$ cat src/rtl/regfile_wen_scoreboard_if.sv
// Issue/commit handshake and register-file status bundle for regfile_wen_scoreboard.
// Handshake: an issue transfers on a clock edge where issue_valid && issue_ready; commit has no back-pressure.
interface regfile_wen_scoreboard_if #(
  parameter int ADDR_W   = 5,
  parameter int NUM_REGS = 32
);
  logic                issue_valid;
  logic [ADDR_W-1:0]   issue_addr;
  logic                issue_ready;
  logic                commit_valid;
  logic [ADDR_W-1:0]   commit_addr;
  logic [NUM_REGS-1:0] enable_me;
  logic [NUM_REGS-1:0] busy;
  logic [ADDR_W:0]     busy_count;
  logic                err;

  modport master (
    output issue_valid, issue_addr, commit_valid, commit_addr,
    input  issue_ready, enable_me, busy, busy_count, err
  );

  modport slave (
    input  issue_valid, issue_addr, commit_valid, commit_addr,
    output issue_ready, enable_me, busy, busy_count, err
  );
endinterface

$ cat src/rtl/regfile_wen_scoreboard.sv
// WAW scoreboard with busy bits and a registered one-hot register-file write enable.
// Optional macro SCB_SAME_CYCLE_RELEASE_EN lets a same-cycle commit release a register to a new issue.
module regfile_wen_scoreboard #(
  parameter int ADDR_W   = 5,
  parameter int NUM_REGS = 32,
  parameter int ZERO_RO  = 1
) (
  input  logic clock,
  input  logic reset,
  regfile_wen_scoreboard_if.slave bus
);

  logic [NUM_REGS-1:0] busy_q;
  logic [NUM_REGS-1:0] busy_nxt;
  logic [NUM_REGS-1:0] enable_q;
  logic [NUM_REGS-1:0] enable_nxt;
  logic [ADDR_W:0]     count_q;
  logic [ADDR_W:0]     count_nxt;
  logic                err_q;
  logic                issue_zero;
  logic                commit_zero;
  logic                issue_acc;
  logic                commit_hit;
  logic                commit_miss;

  assign issue_zero  = (ZERO_RO != 0) && (bus.issue_addr == '0);
  assign commit_zero = (ZERO_RO != 0) && (bus.commit_addr == '0);

`ifdef SCB_SAME_CYCLE_RELEASE_EN
  logic same_addr;
  assign same_addr       = bus.commit_valid && (bus.commit_addr == bus.issue_addr);
  assign bus.issue_ready = !busy_q[bus.issue_addr] || same_addr;
`else
  assign bus.issue_ready = !busy_q[bus.issue_addr];
`endif

  assign issue_acc   = bus.issue_valid && bus.issue_ready;
  assign commit_hit  = bus.commit_valid && busy_q[bus.commit_addr];
  // A commit to hardwired r0 is neither a write nor an error.
  assign commit_miss = bus.commit_valid && !busy_q[bus.commit_addr] && !commit_zero;

  // Clear from the commit first so a same-cycle issue to the same register re-reserves it.
  always_comb begin
    busy_nxt   = busy_q;
    enable_nxt = '0;
    count_nxt  = '0;
    if (commit_hit) begin
      busy_nxt[bus.commit_addr]   = 1'b0;
      enable_nxt[bus.commit_addr] = 1'b1;
    end
    if (issue_acc && !issue_zero) begin
      busy_nxt[bus.issue_addr] = 1'b1;
    end
    for (int i = 0; i < NUM_REGS; i++) begin
      count_nxt = count_nxt + {{ADDR_W{1'b0}}, busy_nxt[i]};
    end
  end

  always_ff @(posedge clock or posedge reset) begin
    if (reset) begin
      busy_q   <= '0;
      enable_q <= '0;
      count_q  <= '0;
      err_q    <= 1'b0;
    end else begin
      busy_q   <= busy_nxt;
      enable_q <= enable_nxt;
      count_q  <= count_nxt;
      err_q    <= err_q | commit_miss;
    end
  end

  assign bus.busy       = busy_q;
  assign bus.enable_me  = enable_q;
  assign bus.busy_count = count_q;
  assign bus.err        = err_q;

endmodule

$ cat src/flat_wrapper.sv
// flat-port wrapper written by rule: the top's interface ports become plain ports
module regfile_wen_scoreboard_flat 
#(
  parameter int ADDR_W   = 5,
  parameter int NUM_REGS = 32,
  parameter int ZERO_RO  = 1
)
  (clock, reset, bus_issue_valid, bus_issue_addr, bus_commit_valid, bus_commit_addr, bus_issue_ready, bus_enable_me, bus_busy, bus_busy_count, bus_err);
  regfile_wen_scoreboard_if #(.ADDR_W(ADDR_W), .NUM_REGS(NUM_REGS)) bus_i ();
  input  logic clock;
  input  logic reset;
  input wire logic [$bits(bus_i.issue_valid)-1:0] bus_issue_valid;
  input wire logic [$bits(bus_i.issue_addr)-1:0] bus_issue_addr;
  input wire logic [$bits(bus_i.commit_valid)-1:0] bus_commit_valid;
  input wire logic [$bits(bus_i.commit_addr)-1:0] bus_commit_addr;
  output wire logic [$bits(bus_i.issue_ready)-1:0] bus_issue_ready;
  output wire logic [$bits(bus_i.enable_me)-1:0] bus_enable_me;
  output wire logic [$bits(bus_i.busy)-1:0] bus_busy;
  output wire logic [$bits(bus_i.busy_count)-1:0] bus_busy_count;
  output wire logic [$bits(bus_i.err)-1:0] bus_err;
  assign bus_i.issue_valid = bus_issue_valid;
  assign bus_i.issue_addr = bus_issue_addr;
  assign bus_i.commit_valid = bus_commit_valid;
  assign bus_i.commit_addr = bus_commit_addr;
  assign bus_issue_ready = bus_i.issue_ready;
  assign bus_enable_me = bus_i.enable_me;
  assign bus_busy = bus_i.busy;
  assign bus_busy_count = bus_i.busy_count;
  assign bus_err = bus_i.err;
  regfile_wen_scoreboard #(.ADDR_W(ADDR_W), .NUM_REGS(NUM_REGS), .ZERO_RO(ZERO_RO)) u_core (.clock(clock), .reset(reset), .bus(bus_i));
endmodule
$ cat config.mk
export PLATFORM = sky130hd
export DESIGN_NAME = regfile_wen_scoreboard_flat
export DESIGN_NICKNAME = d
export VERILOG_FILES = /design/src/rtl/regfile_wen_scoreboard_if.sv /design/src/rtl/regfile_wen_scoreboard.sv /design/src/flat_wrapper.sv
export SDC_FILE = /design/constraint.sdc
export NUM_CORES = 1
export LEC_CHECK = 0
export CORE_MARGIN = 2
export CORE_UTILIZATION = 47
export CTS_CLUSTER_SIZE = 40
export DETAILED_ROUTE_END_ITERATION = 10
export PLACE_DENSITY = 0.77
export SYNTH_ARGS = -nofsm -noshare
export SYNTH_HDL_FRONTEND = slang
export SYNTH_SLANG_ARGS = --single-unit
$ cat constraint.sdc
create_clock -name clock -period 6.78 [get_ports clock]
set_input_delay 1.356 -clock clock [delete_from_list [all_inputs] [get_ports clock]]
set_output_delay 1.356 -clock clock [all_outputs]
set_load 0.03 [all_outputs]
## Word-level counts from Yosys, hierarchy flattened

Index checks and enable logic that the tools add are counted.

| word-level totals | value |
|---|---|
| input bits | 14 |
| latch bits | 0 |
| memory bits (read-only) | 0 |
| word-level logic and storage cells | 67 |
| bits in writable memories | 0 |
| register bits | 71 |
| output and inout port bits | 72 |
| memories kept | 0 |

| cells by class | value |
|---|---|
| multiply operators | 0 |
| shifts and indexed selects | 0 |
| $lt $le $gt $ge | 4 |
| multiplexer cells | 11 |
| div/mod/pow operators | 0 |
| bitwise operators | 4 |
| add/subtract/negate cells | 31 |
| equal/unequal tests | 0 |
| reductions and logical operators | 13 |

Operator list:

| kind | number |
|---|---|
| 6-bit by 1-bit adder with 6-bit output | 30 |
| 32-bit 2-to-1 mux | 3 |
| 32-bit bitwise AND | 1 |
| 32-bit inverter | 1 |
| 32-bit bitwise OR | 1 |
| 5-bit by 6-bit less-than comparator with 1-bit output (second input constant) | 2 |
| 1-bit binary-select mux with 5-bit select | 2 |
| 1-bit demux with 5-bit select | 2 |
| 5-bit by 1-bit greater-or-equal comparator with 1-bit output (second input constant) | 2 |
| 5-bit logical NOT | 2 |
| 1-bit logical AND | 7 |
| 1-bit logical NOT | 4 |
| 1-bit 2-to-1 mux | 4 |
| 1-bit by 1-bit adder with 2-bit output | 1 |
| 1-bit bitwise OR | 1 |

## Logic depth before layout (Yosys ltp)

Gate-level depths: netlist (run 1).

| logic depth | value |
|---|---|
| word-level depth | 40 |
| gate-level depth with buffers | 27 |
| gate-level depth less buffers | 24 |

## Least setup slack after synthesis (run 1)

OpenSTA, ideal clock, no wires.

| timing | value |
|---|---|
| kind | input to register |
| from | in bus_commit_addr[0] |
| to | reg u_core.count_q[4] (netlist: u_core.bus.busy_count[4]) |
| arrival | 7.788 ns |
| stages on the path | 22 |
| slack | -1.131 ns |
| path buffers | 2 |
| data required time | 6.657 ns |
| library setup time | 0.123 ns |
| cell sequence | buf_6 mux2_1 mux4_2 a222oi_1 nand4_1 buf_2 and3_1 o2bb2ai_1 ha_1 fa_1 fa_1 inv_1 fa_1 fa_1 fa_1 fa_1 fa_1 fa_1 inv_1 a21o_1 a21oi_1 xnor2_1 |

| between the ends | value |
|---|---|
| longest elaborated chain between the ends | 40 |
| elaborated cells on any way between the ends | 44 |
| classes of those cells | 31 x add/sub; 2 x order compare; 6 x mux; 3 x bitwise; 2 x reduce/logical |

Ends and longest elaborated chain:

| what | RTL line | text |
|---|---|---|
| from (decl) | flat_wrapper.sv:15 | `input wire logic [$bits(bus_i.commit_addr)-1:0] bus_commit_addr;` |
| 5-bit by 6-bit less-than comparator with 1-bit output (not written as such) / 5-bit by 1-bit greater-or-equal comparator with 1-bit output (equally long branches) | regfile_wen_scoreboard.sv:48 | `busy_nxt[bus.commit_addr] = 1'b0;` |
| 1-bit logical AND (not written as such) | regfile_wen_scoreboard.sv:48 |  |
| 1-bit 2-to-1 mux (not written as such) | regfile_wen_scoreboard.sv:48 |  |
| 1-bit demux with 5-bit select | -- |  |
| 32-bit inverter (no source line) | -- |  |
| 32-bit bitwise AND (no source line) | -- |  |
| 32-bit 2-to-1 mux (*) | regfile_wen_scoreboard.sv:47 | `if (commit_hit) begin` |
| 32-bit bitwise OR (no source line) | -- |  |
| 32-bit 2-to-1 mux (*) | regfile_wen_scoreboard.sv:51 | `if (issue_acc && !issue_zero) begin` |
| named net u_core.busy_nxt[1] | regfile_wen_scoreboard.sv:14 | `logic [NUM_REGS-1:0] busy_nxt;` |
| 1-bit by 1-bit adder with 2-bit output (*) | regfile_wen_scoreboard.sv:55 | `count_nxt = count_nxt + {{ADDR_W{1'b0}}, busy_nxt[i]};` |
| 6-bit by 1-bit adder with 6-bit output (*) (30 in series) | regfile_wen_scoreboard.sv:55 |  |
| named net u_core.count_nxt[4] | regfile_wen_scoreboard.sv:18 | `logic [ADDR_W:0] count_nxt;` |
| to (signal assigned) | regfile_wen_scoreboard.sv:68 | `count_q <= count_nxt;` |
| to (decl) | regfile_wen_scoreboard.sv:17 | `logic [ADDR_W:0] count_q;` |

The timed path passes the listed nets; every way through them passes the cells marked *. The select of a mux whose other input is x is not followed.

## Worst setup path after layout (run 1)

Same ends and word-level chain as after synthesis.

==> results.cfg, run 1 <==
[outcome]
status = complete, but fails checks
failed_checks = setup timing

[clock_network]
cts_buffers = 9
clock-sinks = 71
h_tree_depth = 3
clkLatencyLatePin_ns = 0.36
cts_tree = done
cts.root.buffer_cell = clkbuf_8
path_clk_slew_ns = 0.08
ctsHoldBuffers = 0
clock_path_buffers = 2

[placement]
placed_cells_incl_taps = 639
gp_routability_congestion = 0.9935
hpwlAfterDp_mm = 9.962
placement.cell_area_sq_mm = 0.005784
portBuffers = 85

[timing]
clock.fmax_ghz = 0.1379
timing.slew.headroom_pct = 41.33
setup_viol_count_final = 5
finalClockSkew_ns = 0.008572
post_layout_worst_setup_margin_ns = -0.4742
finalCriticalPeriod_ns = 7.254
final-max-slew-violation-count = 0
final-hold-violation-count = 0
rsz0062_at_grt = yes
max_slew.worst_pin.slew_ns = 0.8801
final_min_period_over_clock_period_pct = 107.0

[global_route]
grt_first_pass_wirelength_mm = 20.84
grt_most_used_layer = met2
globalRouteMet3Util_pct = 5.683
vias_in_the_first_global_route = 3762
grt_start_max_net_pins = 72
grt.met1_usage_pct = 38.69
met2_usage_pct = 47.12
groute.usage.overall_pct = 28.82
overflow = 0
antenna_found_initial = 0

[run]
drv.max_cap_violation_count = 0

[yosys]
seq_area_frac_synth_pct = 43.45
postSynthRegisterBits = 71
post_synth_num_cell_types = 37
synth.top_cell.area_share_pct = 43.45
syn-cell-area_sq_mm = 0.004089
synth_ff_type = dfrtp_1
async_flop_share_pct = 100.0
yosys_warnings = 0
synthesis.nets = 414
synth_area_leader_cell = dfrtp_1
post_synth.cell_area_avg_sq_um = 11.11
yosys-top-cells-area = dfrtp_1 43%, fa_1 12%, inv_1 5.3%, mux4_2 5.0%, a22o_1 4.5%
synth-edff-count = 0
synthesis.instances = 368

[hold_path]
holdCritStartpoint = u_core.bus.err$_DFF_PP0_
min_delay_worst_endpoint = u_core.bus.err$_DFF_PP0_
hold_path.class = flop to flop
min_delay_path_depth = 1

[detailed_routing]
post_detailed_route_via_to_cell_ratio = 5.579
ant_nets = 0
drt_first_iter_violations = 294
dr_total_vias = 3693
avgRoutedWirePerCell_um = 19.91
first_pass_iters = 5
drt-total-wl_mm = 13.18
route.detailed.drc = 0

[finish]
insertedDiodeCount = 0
fin_cells = 662
final_area_sq_mm = 0.006217
nNetsFinal = 595
post_route_cells_drive_above_1_share_pct = 30.32
flow.area_growth_from_synthesis_pct = 52.05

[setup_path]
path_type_of_the_worst_setup_path = primary input to flop
end_kind = flop
rr_endpoint = u_core.bus.busy_count[4]$_DFF_PP0_
worstReg2RegStart = u_core.bus.busy[24]$_DFF_PP0_
reg2reg_depth = 21
req_time_crit_path_ns = 7.03
arrival_ns = 7.50
setup.reg_to_reg.worst_slack_ns = 0.18
kind_of_launch_point_of_the_worst_setup_path = primary input
path_max_fanout = 6

[floorplan]
die_x_um = 97.27
floorplan.initialDensity_pct = 47.58
dieArea_sq_mm = 0.009461
fp-row-count = 34
num_io_pins = 86
core_area_sq_mm = 0.008593
floorplan.die.height_um = 97.27
==> cells by family after synthesis <==
group                    after synthesis  synth area share, %
multiplexers                          25                9.027
AO/OA/AOI/OAI                         68                13.22
buffers and inverters                 79                7.589
adder cells (fa/ha/maj)               32                14.20
XOR/XNOR                               3               0.6427
AND/OR/NAND/NOR                       90                11.87
flip-flops                            71                43.45
==> cells in the mapped netlist (all sizes together), types with 2 or more instances <==
library cell  number
nand3             22
mux2               5
buf                6
o21ai              2
fa                24
and3              15
o22ai              4
a22o              21
clkbuf            15
nor2b              8
mux2i             11
nor3               6
mux4               9
nor2              10
a2bb2oi            2
xnor2              2
dfrtp             71
a21oi              2
a22oi             23
nor3b              3
and2               4
inv               58
nand2             11
ha                 8
and3b              2
o2bb2ai           11
nand2b             5
==> registers in the layout, indices dropped and copies added (netlist names) <==
| name | cells |
|---|---|
| u_core.bus.err | 1 |
| u_core.bus.busy_count | 6 |
| u_core.bus.enable_me | 32 |
| u_core.bus.busy | 32 |
==> critical path: stages <==
cell,delay (ns)
buf_12,0.11
mux2_4,0.28
mux4_2,0.49
a222oi_1,0.36
nand4_1,0.25
buf_6,0.20
and3_4,0.16
o2bb2ai_4,0.15
ha_4,0.22
fa_1,0.44
fa_1,0.50
inv_1,0.05
fa_1,0.49
fa_1,0.43
fa_1,0.51
fa_1,0.44
fa_2,0.37
fa_2,0.35
inv_1,0.06
a21o_1,0.11
a21oi_2,0.05
xnor2_1,0.12
==> what timing repair did <==
item                                    CTS  global route
cloned                                    2             0
gates resized for setup                  34            16
pin swaps                                10             3
endpoints found under the setup margin    6             6
hold endpoints to repair                  0             0
buffers inserted                          3             2
==> cells in the final DEF (no fill, tap or decap), types with 8 or more instances in the layout <==
master / n
nand3_1: 19
nand2_1: 11
a22oi_1: 16
a22o_1: 20
fa_1: 22
clkbuf_8: 12
clkdlybuf4s50_1: 80
dfrtp_1: 71
mux2i_1: 11
inv_1: 54
nor2_1: 10
and3_1: 13
mux4_2: 9
o2bb2ai_1: 8
buf_4: 100
==> through the flow <==
stage	util [%]	hold WS [ns]	setup slack (ns)	TNS [ns]
after floorplan	-	0.6702	-0.6392	-2.525
after global placement	67.31	0.4906	-1.300	-6.743
after detailed placement	67.31	0.4871	-1.468	-7.732
after CTS	71.37	0.5054	-0.4736	-1.843
after global routing	72.35	0.5307	-0.6836	-3.152
final	72.35	0.5056	-0.4742	-1.953
==> worst max path at each step <==
stage	slack, ns	start	end	cells after the start
global route	-0.68	bus_commit_addr[0]	u_core.bus.busy_count[4]$_DFF_PP0_	22
floorplan	-0.64	bus_commit_addr[0]	u_core.bus.busy_count[4]$_DFF_PP0_	22
detailed placement	-1.47	bus_commit_addr[0]	u_core.bus.busy_count[4]$_DFF_PP0_	22
global placement	-1.30	bus_commit_addr[0]	u_core.bus.busy_count[4]$_DFF_PP0_	22
CTS	-0.47	bus_commit_addr[0]	u_core.bus.busy_count[4]$_DFF_PP0_	22
finish	-0.47	bus_commit_addr[0]	u_core.bus.busy_count[4]$_DFF_PP0_	22
==> cell type report <==
cell class | count | area (sq um)
clock inverter | 4 | 52.55
clock buffer | 12 | 165.2
inverter | 58 | 217.7
tap | 108 | 135.1
sequential | 71 | 1777
timing repair buffer | 191 | 1688
fill | 634 | 2376
multi-input combinational | 218 | 2182
==> metal layers <==
layer,wire length [um],part of all wire [%],up-vias
met5,0,0,-
met2,6539,50,163
li1,-,-,1644
met4,321,2.4,0
met3,807,6.1,28
met1,5513,42,1858
Power of run 1 is not shown: default switching activity piles up to over one toggle a cycle in this logic, so the estimate is an artifact.
==> run 2: changes to the inputs <==
- CORE_UTILIZATION: 47 -> 50
- PLACE_DENSITY: 0.77 -> 0.79
- clock period: 6.78 -> 6.8 ns (I/O delays scaled with it)
==> run 2 against run 1 <==
  * The flow still finishes with violations (setup timing)
  * Non-clock buffer count increased by 26
  * Die area decreased by 5.8%
  * Register-to-register slack got worse by 0.21 ns
  * Via count increased by 11%
==> results.cfg, run 2 (synthesis gave the netlist of run 1 again) <==
[timing]
setup_viol_count_final = 6
rsz0062_at_grt = yes
clock.fmax_ghz = 0.1339
final_min_period_over_clock_period_pct = 109.8
timing.slew.headroom_pct = 40.69
post_layout_worst_setup_margin_ns = -0.6687
fin_worst_hold_slack_ns = 0.4820
max_slew.worst_pin.slew_ns = 0.8896
finalClockSkew_ns = 0.01068
final-hold-violation-count = 0
final-max-slew-violation-count = 0
finalCriticalPeriod_ns = 7.469

[placement]
dpl_worst_slack_ns = -1.471
gp_routability_congestion = 0.9731
portBuffers = 85
hpwlAfterDp_mm = 10.58
placed_cells_incl_taps = 642

[finish]
flow.area_growth_from_synthesis_pct = 59.67
utilization_after_layout_pct = 83.62
post_route_cells_drive_above_1_share_pct = 37.76
layout.cells.most_common = buf_4
final_cell_mix = 122 x buf_4, 77 x clkdlybuf4s50_1, 71 x dfrtp_1, 47 x inv_1
nNetsFinal = 621
insertedDiodeCount = 0
fin_cells = 682

[setup_path]
cp_common_cell = buf_4
path_max_fanout = 6
req_time_crit_path_ns = 7.04
worst_path_max_delay_cell = mux4_2
arrival_ns = 7.71
path_type_of_the_worst_setup_path = primary input to flop
max_incr_delay_on_cp_ns = 0.54
end_kind = flop
kind_of_launch_point_of_the_worst_setup_path = primary input

[floorplan]
num_io_pins = 86
floorplan.initialDensity_pct = 52.37
floorplan.die.height_um = 94.43
fp-row-count = 32
die_x_um = 94.43
core_area_sq_mm = 0.007807
dieArea_sq_mm = 0.008917

[clock_network]
cts_tree = done
clock-sinks = 71
ctsHoldBuffers = 0
clkLatencyLatePin_ns = 0.36
cts.root.buffer_cell = clkbuf_8
path_clk_slew_ns = 0.07
clock_path_buffers = 2
h_tree_depth = 3
cts_buffers = 9

[outcome]
failed_checks = setup timing
status = complete, but fails checks

[detailed_routing]
route.detailed.drc = 0
post_detailed_route_via_to_cell_ratio = 6.012
drt_first_iter_violations = 497
dr_total_vias = 4100
first_pass_iters = 6
ant_nets = 0
avgRoutedWirePerCell_um = 21.99
drt-total-wl_mm = 15.00

[global_route]
groute.usage.overall_pct = 35.24
grt_first_pass_wirelength_mm = 22.89
antenna_found_initial = 0
vias_in_the_first_global_route = 4152
overflow = 0
grt_start_max_net_pins = 72

[hold_path]
hold_path.class = flop to flop

[run]
drv.max_cap_violation_count = 0
[run 2: layout make-up]
class	count	area (sq um)
fill	452	1279
clock buffer	10	137.6
tap	102	127.6
multi-input combinational	218	2307
clock inverter	6	66.31
sequential	71	1777
inverter	58	217.7
timing repair buffer	217	1896
[run 2: path summary, 6_finish.rpt]
kind / start / endpoint / slack (ns) / depth (start not counted)
max in group asynchronous: reset / u_core.bus.busy[1]$_DFF_PP0_ / 4.63 / 3
worst min register to register: u_core.bus.err$_DFF_PP0_ / u_core.bus.err$_DFF_PP0_ / 0.48 / 1
worst min-delay path: u_core.bus.err$_DFF_PP0_ / u_core.bus.err$_DFF_PP0_ / 0.48 / 1
worst max register to register: u_core.bus.busy[24]$_DFF_PP0_ / u_core.bus.busy_count[4]$_DFF_PP0_ / -0.03 / 23
min in group asynchronous: reset / u_core.bus.enable_me[11]$_DFF_PP0_ / 1.59 / 3
worst max-delay path: bus_issue_addr[0] / u_core.bus.busy_count[4]$_DFF_PP0_ / -0.67 / 29
[run 2: through the flow]
| step | cell area [sq um] | setup TNS, ns |
|---|---|---|
| floorplan | 4125 | -2.429 |
| detailed placement | 5819 | -7.754 |
| CTS | 6402 | -2.563 |
| global route | 6529 | -3.590 |
| global placement | 5819 | -6.860 |
| finish | 6529 | -2.689 |
[run 2: critical path: cells and delay by family]
kind            cells  cell delay (ns)
mux                 1             0.54
simple gates        2             0.43
buf+inv            14             1.61
fa+ha+maj           7             3.09
compound gates      4             0.58
xor+xnor            1             0.12
[run 2: per-layer routing]
metal / wire length [um] / global-route usage (%)
met4: 851 / 18.12
met2: 7247 / 58.10
met1: 5252 / 44.50
met5: 0 / 0
met3: 1645 / 6.864
[run 2: what timing repair did]
item	4_1_cts	5_1_grt
pin swaps	27	18
gates resized for setup	59	28
gates cloned	1	1
endpoints found under the setup margin	6	6
setup buffers	20	3
Power of run 2 is left out for the same reason.
==> run 3: changes to the inputs <==
- SLEW_MARGIN: not set -> 10
==> results of run 3 <==
No change in the layout: final DEF, timing and power equal those of run 2.
Power of run 3 is left out for the same reason.
